--- src/rtl/bc_control_unit.sv ---
// Basic-computer timing and control sequencer.
// Holds the T-state counter and decodes IR into ALU, bus and register strobes.
module bc_control_unit #(
   parameter int ADDR_W = 12
) (
   input  logic       CLK,
   input  logic       RST_N,
   input  logic [15:0] IR,
   input  logic       Z,
   input  logic       N,
   input  logic       E,
   input  logic       DR_Z,
   output logic [2:0] OPSEL,
   output logic [2:0] BUS_SEL,
   output logic       LD_AR,
   output logic       LD_PC,
   output logic       LD_DR,
   output logic       LD_AC,
   output logic       LD_IR,
   output logic       INC_AR,
   output logic       INC_PC,
   output logic       INC_DR,
   output logic       INC_AC,
   output logic       CLR_AC,
   output logic       CLR_E,
   output logic       CMP_E,
   output logic       E_EN,
   output logic       MEM_WR,
   output logic [2:0] SC,
   output logic       HALTED
);

   typedef enum logic [2:0] {
      T0, T1, T2, T3, T4, T5, T6, TX
   } t_e;

   t_e               sc_q, sc_d;
   logic             i_q, i_d;
   logic             halted_q, halted_d;
   logic [7:0]       d;
   logic             d7;
   logic [ADDR_W-1:0] rr;
   logic             skip;

   assign d  = 8'b1 << IR[14:12];
   assign d7 = d[7];
   assign rr = IR[ADDR_W-1:0];

   // Skip tests see the flags of the AC as it stands before this cycle.
   assign skip = (rr[4] & ~N) | (rr[3] & N) |
                 (rr[2] & Z)  | (rr[1] & ~E);

   assign SC     = sc_q;
   assign HALTED = halted_q;

   always_ff @(posedge CLK) begin
      if (!RST_N) begin
         sc_q     <= T0;
         i_q      <= 1'b0;
         halted_q <= 1'b0;
      end else begin
         sc_q     <= sc_d;
         i_q      <= i_d;
         halted_q <= halted_d;
      end
   end

   always_comb begin
      OPSEL    = 3'b111;
      BUS_SEL  = 3'd0;
      LD_AR    = 1'b0;
      LD_PC    = 1'b0;
      LD_DR    = 1'b0;
      LD_AC    = 1'b0;
      LD_IR    = 1'b0;
      INC_AR   = 1'b0;
      INC_PC   = 1'b0;
      INC_DR   = 1'b0;
      INC_AC   = 1'b0;
      CLR_AC   = 1'b0;
      CLR_E    = 1'b0;
      CMP_E    = 1'b0;
      E_EN     = 1'b0;
      MEM_WR   = 1'b0;
      sc_d     = t_e'(sc_q + 3'd1);
      i_d      = i_q;
      halted_d = halted_q;

      if (halted_q) begin
         sc_d = T0;
      end else if (RST_N) begin
         unique case (sc_q)
            T0: begin
               BUS_SEL = 3'd2;
               LD_AR   = 1'b1;
            end
            T1: begin
               BUS_SEL = 3'd7;
               LD_IR   = 1'b1;
               INC_PC  = 1'b1;
            end
            T2: begin
               BUS_SEL = 3'd5;
               LD_AR   = 1'b1;
               i_d     = IR[15];
            end
            T3: begin
               if (d7) begin
                  sc_d = T0;
                  if (!i_q) begin
                     CLR_AC = rr[11];
                     CLR_E  = rr[10];
                     CMP_E  = rr[8];
                     INC_AC = rr[5];
                     INC_PC = skip;
                     if (rr[9]) begin
                        OPSEL = 3'b011;
                        LD_AC = 1'b1;
                     end else if (rr[7]) begin
                        OPSEL = 3'b100;
                        LD_AC = 1'b1;
                        E_EN  = 1'b1;
                     end else if (rr[6]) begin
                        OPSEL = 3'b101;
                        LD_AC = 1'b1;
                        E_EN  = 1'b1;
                     end
                     if (rr[11])
                        LD_AC = 1'b0;
                     if (rr[0])
                        halted_d = 1'b1;
                  end
               end else if (i_q) begin
                  BUS_SEL = 3'd7;
                  LD_AR   = 1'b1;
               end
            end
            T4: begin
               unique case (1'b1)
                  d[0], d[1], d[2], d[6]: begin
                     BUS_SEL = 3'd7;
                     LD_DR   = 1'b1;
                  end
                  d[3]: begin
                     BUS_SEL = 3'd4;
                     MEM_WR  = 1'b1;
                     sc_d    = T0;
                  end
                  d[4]: begin
                     BUS_SEL = 3'd1;
                     LD_PC   = 1'b1;
                     sc_d    = T0;
                  end
                  d[5]: begin
                     BUS_SEL = 3'd2;
                     MEM_WR  = 1'b1;
                     INC_AR  = 1'b1;
                  end
                  default: sc_d = T0;
               endcase
            end
            T5: begin
               sc_d = T0;
               unique case (1'b1)
                  d[0]: begin
                     OPSEL = 3'b001;
                     LD_AC = 1'b1;
                  end
                  d[1]: begin
                     OPSEL = 3'b000;
                     LD_AC = 1'b1;
                     E_EN  = 1'b1;
                  end
                  d[2]: begin
                     OPSEL = 3'b010;
                     LD_AC = 1'b1;
                  end
                  d[5]: begin
                     BUS_SEL = 3'd1;
                     LD_PC   = 1'b1;
                  end
                  d[6]: begin
                     INC_DR = 1'b1;
                     sc_d   = T6;
                  end
                  default: sc_d = T0;
               endcase
            end
            T6: begin
               sc_d = T0;
               if (d[6]) begin
                  BUS_SEL = 3'd3;
                  MEM_WR  = 1'b1;
                  INC_PC  = DR_Z;
               end
            end
            default: sc_d = T0;
         endcase
      end
   end

endmodule

--- config.mk ---
export PLATFORM = sky130hd
export DESIGN_NAME = bc_control_unit
export DESIGN_NICKNAME = d
export VERILOG_FILES = /design/src/rtl/bc_control_unit.sv
export SDC_FILE = /design/constraint.sdc
export NUM_CORES = 1
export LEC_CHECK = 0
export CAP_MARGIN = 15
export CORE_MARGIN = 2
export CORE_UTILIZATION = 39
export DETAILED_ROUTE_END_ITERATION = 10
export DONT_BUFFER_PORTS = 1
export PLACE_DENSITY = 0.59
export SKIP_LAST_GASP = 1
export SYNTH_ARGS = -nofsm -noshare
export SYNTH_HDL_FRONTEND = slang
export SYNTH_SLANG_ARGS = --single-unit
--- constraint.sdc ---
create_clock -name CLK -period 2.4 [get_ports CLK]
set_input_delay 0.36 -clock CLK [delete_from_list [all_inputs] [get_ports CLK]]
set_output_delay 0.36 -clock CLK [all_outputs]
set_load 0.05 [all_outputs]
---- Word-level counts from Yosys, hierarchy flattened ----
Index checks and enable logic that the tools add are counted.
word-level totals
  register bits after elaboration ......... 5
  bits of input ports ..................... 22
  word-level logic and storage cells ...... 128
  output and inout bits ................... 24
cells by class
  add/sub/neg operators ................... 1
  multiplexer cells ....................... 97
  reduce and logical (&&, ||, !) cells .... 9
  eq/ne operators ......................... 6
  shift operators ......................... 1
  bitwise operators ....................... 11
operator list
  kind                                                 number
  two-way mux 1 bit                                    71
  two-way mux 3 bit                                    12
  case mux 3 bit (4 select lines)                      2
  case mux 3 bit (7 select lines)                      1
  case mux 1 bit (2 select lines)                      5
  equality test 3 bit, second input constant           3
  case mux 3 bit (3 select lines)                      1
  << shifter 1 x 3 -> 8 bit, first input constant      1
  equality test 3 x 2 -> 1 bit, second input constant  2
  two-way mux 2 bit                                    3
  case mux 3 bit (2 select lines)                      1
  OR reduction 2 bit                                   3
  OR reduction 3 bit                                   2
  OR reduction 5 bit                                   1
  bitwise AND 1 bit                                    4
  inverter 1 bit                                       4
  OR reduction 4 bit                                   1
  adder 3 x 1 -> 3 bit, second input constant          1
  equality test 3 x 1 -> 1 bit, second input constant  1
  logical NOT 3 bit                                    1
  bitwise OR 1 bit                                     3
  case mux 1 bit (3 select lines)                      1
  AND reduction 2 bit                                  1

---- Depth between registers and ports, before layout ----
Gate-level depths: netlist (run 1).
  word-level depth ........................ 10
  depth in mapped cells ................... 6
  gate-level depth less buffers ........... 5

---- Worst setup path before layout (run 1) ----
OpenSTA, ideal clock, no wires.
  path kind ............................... reg-to-output
  start point ............................. reg sc_q[0] (netlist: SC[0])
  end point ............................... out LD_DR
  stages on the path, launching flop included .. 6
  arrival time ............................ 3.464 ns
  setup slack ............................. -1.424 ns
  required time ........................... 2.040 ns
  path buffers ............................ 1
  cell sequence ........................... dfxtp_1 -> inv_1 -> ha_1 -> buf_2 -> nand2_1 -> a2111oi_0
on the way
  word-level cells in the longest chain between the ends .. 4
RTL lines
  item                    RTL line  RTL
  start, declared         37        t_e sc_q, sc_d;
  start signal, assigned  58        sc_q <= T0;
  start signal, assigned  62        sc_q <= sc_d;
  equality test 3 bit     92        unique case (sc_q)
  two-way mux 1 bit       92
  two-way mux 1 bit       91        end else if (RST_N) begin
  two-way mux 1 bit       89        if (halted_q) begin
  end, declared           17        output logic LD_DR,
No other way between the ends.

---- Final worst setup path (run 1) ----
  start point ............................. reg sc_q[0] (netlist: SC[0])
  end point ............................... out LD_AC
on the way
  word-level cells in the longest chain between the ends .. 4
  elaborated cells on any way between the ends .. 5
  classes of those cells .................. 2 x eq/ne; 3 x mux
RTL lines
  item                                                                 RTL line  RTL
  equality test 3 bit or equality test 3 x 2 -> 1 bit (tied branches)  92
  case mux 1 bit (2 select lines) *                                    92
  two-way mux 1 bit *                                                  91
  two-way mux 1 bit *                                                  89
  end, declared                                                        18        output logic LD_AC,
Every way passes the cells marked *; elsewhere a longest branch is shown, timed or not.

==> impl_metrics.json, run 1 <==
{
  "antenna_left": 0,
  "pin_count": 46,
  "cp.arrival_ps": 1920,
  "gp_congestion": 0.792,
  "crit_path_end_kind": "primary output",
  "maxSlewViolCount": 0,
  "vias": 1008,
  "netlist_area_um2": 908,
  "htreeDepth": 1,
  "path_class": "register to primary output",
  "regToRegStartpoint": "SC[1]",
  "maxCapViolations": 0,
  "path_buf_inv": 2,
  "avgSynthCellArea_um2": 7.27,
  "yosysSeqAreaShare_pct": 11.0,
  "yosysWarnings": 0,
  "io_buffers": 0,
  "period_share_pct": 95.1,
  "num_rows": 17,
  "syn_nets": 152,
  "ys_ff_latch": 5,
  "slew_headroom_pct": 56.5,
  "wl_per_cell_um": 14.6,
  "fin_skew_ps": 1.53,
  "placed_cells": 166,
  "hold_path.class": "input pin to register",
  "grt_overflow": 0,
  "fill_cells": 219,
  "min_to": "i_q",
  "ctsHoldBuffers": 0,
  "power_leakage_nw": 0.476,
  "grt_max_degree": 21,
  "clock_sinks": 5,
  "rrSetupSlack_ps": 760,
  "worst_pin_slew_ps": 652,
  "die_w_um": 52.3,
  "rsz0062_at_grt": "no",
  "power_uw": 990,
  "routed_wl_um": 2490,
  "status": "completed",
  "vdd_ir_drop_max_uv": 736,
  "core_area_um2": 2210,
  "syn-instance-count": 125,
  "r2r_cells": 5,
  "max_freq_mhz": 438,
  "slowest_stage": "or4b_1",
  "ys_async_sr_fraction_pct": 0,
  "die-area_um2": 2730,
  "whs_path_depth": 1,
  "clockBufferDepth": 2,
  "cts_tree": "built",
  "cts_buffers": 3,
  "crit_family": "simple AND/OR/NAND/NOR gates",
  "drt_iter0_drc": 3,
  "postPlaceCellArea_um2": 1150,
  "cp_slowest_stage_delay_ps": 470,
  "die_h_um": 52.3,
  "p_per_area_nw_per_um2": 831,
  "finalNonFillerCells": 170,
  "via_per_inst": 5.93,
  "synth_ff_type": "dfxtp_1",
  "ctsRootBufferMaster": "clkbuf_4",
  "grt_pass1_vias": 928,
  "antenna_found_initial": 0,
  "cp_cell_sequence": "ha_1, ha_1, buf_4, or4b_1, a21oi_2, buf_12",
  "synth.top_cell.area_share_pct": 11.0,
  "grt_pass1_wl_um": 4020,
  "yosys.area.top_type": "dfxtp_1",
  "nNetsFinal": 170,
  "synth_commonest_cells": "nor2b_1, o21ai_0, inv_1, nand2_1",
  "clk_pin_slew_ps": 40,
  "dr.pass1.iters": 2,
  "hold_viol": 0,
  "cp.required_ps": 2040,
  "insertion_delay_ps": 230,
  "synthTopCellsByArea": "dfxtp_1, ha_1, nor2b_1",
  "drc_errors": 0,
  "final_util_pct": 53.8,
  "start_util_pct": 41.1,
  "dp_hpwl_um": 1950,
  "crit_fanout": 14,
  "drive_gt1_share_pct": 36.6,
  "worstSetupStartpointType": "register",
  "yosysUniqueCellTypes": 46,
  "track_usage_pct": 19.0,
  "setup_viol": 0,
  "area_delta_synth_final_pct": 31.1,
  "final_cell_area_um2": 1190,
  "r2r-end": "SC[2]",
  "worstHoldStart": "RST_N",
  "synth_edf_count": 0,
  "diodes": 0,
  "cpMostUsedCell": "ha_1",
  "fin_crit_ps": 2280
}
## where the power goes
part,internal (mW),switching (mW)
Sequential,0.107,0.0197
Clock,0.0626,0.0304
Combinational,0.258,0.512
## per-layer routing
layer	global-route usage [%]	vias to the layer above	share of wire, %
met4	5.13	0	0
li1	-	508	-
met5	0	-	0
met3	1.71	0	3.8
met1	23.6	485	43
met2	34.8	15	53
## worst max-delay path by stage
stage,to,cells after the start,slack (ps),startpoint
final,LD_AC,6,120,SC[0]
after global routing,LD_AC,6,20,SC[0]
after CTS,BUS_SEL[1],6,50,SC[1]
after detailed placement,BUS_SEL[1],6,310,SC[1]
after global placement,BUS_SEL[2],6,350,SC[0]
after floorplan,LD_DR,3,-80,HALTED
## worst reg2reg max path, stage by stage (launching register included)
cell and delay, ps:
dfxtp_2 340, inv_1 60, ha_1 280, or3_1 460, o21ai_2 240, o22ai_1 120
## final cells by class
class	count	area, um^2	area share [%]
clock buffers	4	26.3	2.21
inverters	7	26.3	2.21
well taps	28	35.0	2.94
repair buffers	25	200	16.8
multi-input cells	101	800	67.1
flip-flops and latches	5	104	8.72
## per-stage QoR
step	setup slack (ps)	hold WS, ps	TNS [ps]
3_5_place_dp	312	498	0
2_1_floorplan	-84.5	488	-84.5
5_1_grt	16.9	254	0
4_1_cts	51.4	251	0
6_report	119	259	0
3_3_place_gp	348	499	0
## cell families (layout without fill, tap and decap cells)
group	count (synthesis)	count (layout)	synth area share (%)
and+or+nand+nor	53	53	37.3
AOI/OAI and AO/OA	39	39	30.2
buffers and inverters	19	36	10.2
adders and majority gates	5	5	6.89
DFF	5	5	11.0
muxes	3	3	3.44
xor gates and xnor gates	1	1	0.964
## placed cells by master (no fill, tap or decap), drive strengths merged, types with 5 or more instances in the layout
cell type and instances:
ha 5, a211oi 5, inv 7, buf 25
nand3 6, and2 5, o21ai 10, a21oi 6
dfxtp 5, nor2b 8, and3 5, nand2 7
## what timing repair did
| action | in CTS | in global routing |
|---|---|---|
| gates resized for setup | 0 | 4 |
| buffers inserted | 0 | 0 |
| setup endpoints to repair | 0 | 5 |
## registers in the layout, summed over array words and instances, names as in the netlist
| register | flops |
|---|---|
| SC | 3 |
| HALTED | 1 |
| i_q | 1 |
Power figures use the tool's default switching activity.
==> run 2: changes to the inputs <==
--- a/config.mk
+++ b/config.mk
@@ -7,10 +7,10 @@
 export LEC_CHECK = 0
 export CAP_MARGIN = 15
 export CORE_MARGIN = 2
-export CORE_UTILIZATION = 39
+export CORE_UTILIZATION = 45
 export DETAILED_ROUTE_END_ITERATION = 10
 export DONT_BUFFER_PORTS = 1
-export PLACE_DENSITY = 0.59
+export PLACE_DENSITY = 0.66
 export SKIP_LAST_GASP = 1
 export SYNTH_ARGS = -nofsm -noshare
 export SYNTH_HDL_FRONTEND = slang
==> run 2 against run 1 <==
  * Design area rose by 2.5%
  * Register-to-register slack barely moved
  * Total power rose by 4.0%
  * Wire length rose by 3.3%
  * Sequential cell count did not move
  * Critical path depth did not move
  * Global-route usage rose by 2.2 points
  * Final cell count rose by 1.2%
==> impl_metrics.json, run 2 (synthesized netlist as in run 1, its figures left out) <==
{
  "cts_setup_buffers": 0,
  "htreeDepth": 1,
  "cp.required_ps": 2040,
  "pin_count": 46,
  "cts_buffers": 3,
  "path_class": "register to primary output",
  "vdd_ir_drop_max_uv": 825,
  "p_per_area_nw_per_um2": 843,
  "grt_pass1_vias": 956,
  "setup_viol": 0,
  "whs_path_depth": 1,
  "maxCapViolations": 0,
  "r2r_cells": 5,
  "crit_fanout": 14,
  "final_util_pct": 62.9,
  "crit_family": "simple AND/OR/NAND/NOR gates",
  "routed.top_layer": "met3",
  "max_freq_mhz": 432,
  "fin_crit_ps": 2310,
  "vias": 1051,
  "cpMostUsedCell": "ha_1",
  "track_usage_pct": 21.3,
  "ctsResizeCount": 0,
  "final_cell_mix": "buf_4, nor2b_1, o21ai_0, inv_1, nand2_1",
  "clockBufferDepth": 2,
  "diodes": 0,
  "min_to": "HALTED",
  "slew_headroom_pct": 58.5,
  "insertion_delay_ps": 240,
  "path_buf_inv": 2,
  "crit_path_end_kind": "primary output",
  "clk_pin_slew_ps": 50,
  "cts_tree": "built",
  "ctsHoldBuffers": 0,
  "layout_setup_ws_ps": 85.4,
  "grt_pass1_wl_um": 4120,
  "die_w_um": 48.9,
  "ctsRootBufferMaster": "clkbuf_4",
  "die_h_um": 48.9,
  "antenna_left": 0,
  "cp_cell_sequence": "ha_1, ha_1, buf_4, or4b_1, a21oi_2, buf_12",
  "area_delta_synth_final_pct": 34.4,
  "startpoint": "SC[0]",
  "gp_congestion": 0.897,
  "dr_wl_met3_um": 193,
  "num_rows": 16,
  "cp_slowest_stage_delay_ps": 490,
  "r2r-end": "SC[2]",
  "status": "completed",
  "fin_skew_ps": 3.09,
  "slowest_stage": "or4b_1",
  "drt_iter0_drc": 41,
  "core_area_um2": 1940,
  "start_util_pct": 46.8,
  "period_share_pct": 96.4,
  "largest_reg_flops": 3,
  "nNetsFinal": 173,
  "dr.pass1.iters": 4,
  "met1_length_um": 1080,
  "rsz0062_at_grt": "yes",
  "worstSetupStartpointType": "register",
  "fill_cells": 179,
  "dp_hpwl_um": 1920,
  "pre_cts_slack_ps": 289,
  "layout_commonest_cell": "buf_4",
  "worstHoldStart": "RST_N",
  "grt_max_degree": 21,
  "die-area_um2": 2390,
  "grt_overflow": 0,
  "wl_met2_um": 1300,
  "drc_errors": 0,
  "cp.arrival_ps": 1950,
  "io_buffers": 0,
  "wl_per_cell_um": 14.9,
  "regToRegStartpoint": "SC[0]",
  "power_leakage_nw": 0.497,
  "clock_sinks": 5,
  "hold_path.class": "input pin to register",
  "hold_viol": 0,
  "antenna_found_initial": 0,
  "worst_pin_slew_ps": 622,
  "drive_gt1_share_pct": 37.2,
  "via_per_inst": 6.11,
  "maxSlewViolCount": 0,
  "routed_wl_um": 2570,
  "rrSetupSlack_ps": 770
}
run 2: worst max path at each step:
stage | endpoint | slack (ps) | depth (start not counted)
5_1_grt | LD_AC | -20 | 6
2_1_floorplan | LD_DR | -80 | 3
6_report | LD_AC | 90 | 6
3_3_place_gp | BUS_SEL[0] | 360 | 6
4_1_cts | BUS_SEL[0] | 20 | 6
3_5_place_dp | BUS_SEL[0] | 290 | 6
run 2: final cells by class:
| class | instances | area [um^2] | share of cell area (%) |
|---|---|---|---|
| multi-input combinational | 101 | 795 | 65.1 |
| timing repair buffer | 28 | 235 | 19.3 |
| sequential | 5 | 104 | 8.50 |
| tap | 27 | 33.8 | 2.77 |
| inverter | 7 | 26.3 | 2.15 |
| clock buffer | 3 | 22.5 | 1.84 |
| clock inverter | 1 | 5.00 | 0.410 |
run 2: per-layer routing:
| layer | GRT usage (%) | up-vias |
|---|---|---|
| li1 | - | 507 |
| met2 | 37.4 | 51 |
| met4 | 6.19 | 0 |
| met1 | 26.4 | 493 |
| met3 | 3.68 | 0 |
| met5 | 0 | - |
run 2: power breakdown:
part           leakage, nW  internal [mW]  switching (mW)  total, mW
combinational        0.438          0.280           0.523      0.803
sequential          0.0419          0.107          0.0232      0.130
clock               0.0177         0.0603          0.0359     0.0962
run 2: stage by stage:
| step | instance area (um^2) | power, mW | cells | TNS, ps | hold slack, ps |
|---|---|---|---|---|---|
| after CTS | 1210 | 1.01 | 172 | 0 | 247 |
| after global placement | 1180 | 0.895 | 168 | 0 | 443 |
| final | 1220 | 1.03 | 172 | 0 | 252 |
| after floorplan | 981 | 0.731 | 125 | -84.5 | 488 |
| after detailed placement | 1180 | 0.910 | 168 | 0 | 457 |
| after global routing | 1220 | 1.09 | 172 | -22.3 | 250 |
==> run 3: changes to the inputs <==
--- a/config.mk
+++ b/config.mk
@@ -10,7 +10,7 @@
 export CORE_UTILIZATION = 45
 export DETAILED_ROUTE_END_ITERATION = 10
 export DONT_BUFFER_PORTS = 1
-export PLACE_DENSITY = 0.66
+export PLACE_DENSITY_LB_ADDON = 0.15
 export SKIP_LAST_GASP = 1
 export SYNTH_ARGS = -nofsm -noshare
 export SYNTH_HDL_FRONTEND = slang
==> run 3 against run 2 <==
  * Die area is the same
  * Core utilization grew 1.8 points
  * Critical path type unchanged
  * Wire length shrank 2.4%
  * Setup slack lost 9.5 ps
  * Critical endpoint is now BUS_SEL[0]
  * Clock-buffer cell count grew 1
==> impl_metrics.json, run 3 (synthesized netlist as in run 1, its figures left out) <==
{
  "status": "completed",
  "cp.required_ps": 2040,
  "diodes": 0,
  "period_share_pct": 96.8,
  "worst_pin_slew_ps": 430,
  "grt_use_met2_pct": 35.2,
  "clk_pin_slew_ps": 40,
  "track_usage_pct": 20.7,
  "worstHoldStart": "RST_N",
  "start_util_pct": 46.8,
  "path_buf_inv": 1,
  "pre_cts_slack_ps": 211,
  "crit_path_end_kind": "primary output",
  "crit_family": "compound AO/OA/AOI/OAI gates",
  "maxSlewViolCount": 0,
  "drt_iter0_drc": 18,
  "slew_headroom_pct": 70.9,
  "crit_fanout": 10,
  "max_freq_mhz": 430,
  "power_leakage_nw": 0.497,
  "drive_gt1_share_pct": 38.6,
  "fin_crit_ps": 2320,
  "regToRegStartpoint": "SC[0]",
  "nNetsFinal": 173,
  "routed_wl_um": 2510,
  "io_buffers": 0,
  "use_met3_pct": 3.99,
  "vdd_ir_drop_max_uv": 804,
  "clock_sinks": 5,
  "p_per_area_nw_per_um2": 828,
  "die-area_um2": 2390,
  "cts_setup_buffers": 0,
  "via_per_inst": 5.94,
  "num_rows": 16,
  "cts_tree": "built",
  "r2r-end": "SC[2]",
  "maxCapViolations": 0,
  "antenna_found_initial": 0,
  "path_class": "register to primary output",
  "grt_busiest_layer": "met2",
  "grt_overflow": 0,
  "setup_viol": 0,
  "gp_congestion": 0.866,
  "dr.pass1.iters": 4,
  "ctsHoldBuffers": 0,
  "htreeDepth": 1,
  "final_util_pct": 64.7,
  "grtUsageMet1_pct": 25.7,
  "hold_viol": 0,
  "dp_hpwl_um": 1940,
  "endpoint": "BUS_SEL[0]",
  "area_delta_synth_final_pct": 38.3,
  "cp_slowest_stage_delay_ps": 410,
  "insertion_delay_ps": 240,
  "drc_errors": 0,
  "cp.arrival_ps": 1960,
  "fin_skew_ps": 2.85,
  "grt_pass1_vias": 929,
  "register_area_um2": 104,
  "wl_per_cell_um": 14.6,
  "layout_commonest_cell": "buf_4",
  "slowest_stage": "a31oi_4",
  "cp_cell_sequence": "inv_1, ha_1, nor2b_1, a311oi_2, a31oi_4",
  "antenna_left": 0,
  "die_w_um": 48.9,
  "pin_count": 46,
  "r2r_cells": 5,
  "grt_pass1_wl_um": 4000,
  "worstSetupStartpointType": "register",
  "ctsRootBufferMaster": "clkbuf_4",
  "die_h_um": 48.9,
  "core_area_um2": 1940,
  "fill_cells": 185,
  "vias": 1021,
  "cts_buffers": 3,
  "startpoint": "SC[0]",
  "hold_path.class": "input pin to register",
  "clockBufferDepth": 2,
  "path_depth": 5,
  "final_cell_mix": "buf_4, nor2b_1, o21ai_0, inv_1, nand2_1",
  "rrSetupSlack_ps": 700,
  "largest_reg_flops": 3,
  "grt_max_degree": 21,
  "layout_setup_ws_ps": 75.9,
  "multi_input_area_um2": 827
}
==> run 3: metal layers <==
metal	part of all wire, %	wire [um]
met1	46	1170
met5	0	0
met3	5.2	131
met2	48	1190
met4	0.76	19
==> run 3: stage by stage <==
step / instance area [um^2] / power, mW / hold slack, ps / instances / setup TNS, ps
2_1_floorplan: 981 / 0.731 / 488 / 125 / -84.5
5_1_grt: 1260 / 1.10 / 261 / 172 / -0.697
3_3_place_gp: 1180 / 0.887 / 445 / 168 / 0
3_5_place_dp: 1180 / 0.899 / 463 / 168 / 0
6_report: 1260 / 1.04 / 248 / 172 / 0
4_1_cts: 1210 / 1.00 / 244 / 172 / -37.2
==> run 3: report_power, final <==
group	switching (mW)	internal (mW)
sequential	0.0227	0.107
clock	0.0331	0.0628
combinational	0.527	0.287
==> run 3: worst min path at each step <==
stage                     cells past startpoint     to
after floorplan                               1    i_q
after global placement                        1  SC[0]
after detailed placement                      1  SC[0]
after CTS                                     1    i_q
after global routing                          1    i_q
final                                         1    i_q
==> run 3: what timing repair did <==
action / 4_1_cts / 5_1_grt
endpoints found under the setup margin: 4 / 5
resized for setup: 1 / 8
pin swaps: 0 / 1
==> run 3: area by class of cell <==
class,count,share of cell area [%]
multi-input combinational,101,65.8
timing repair buffer,28,19.0
sequential,5,8.27
tap,27,2.69
clock buffer,4,2.09
inverter,7,2.09
==> run 3: worst reg2reg max path, stage by stage (launching register included) <==
cell,delay [ps]
dfxtp_2,340
ha_1,200
ha_2,210
or3_1,440
o21ai_2,250
o22ai_1,130
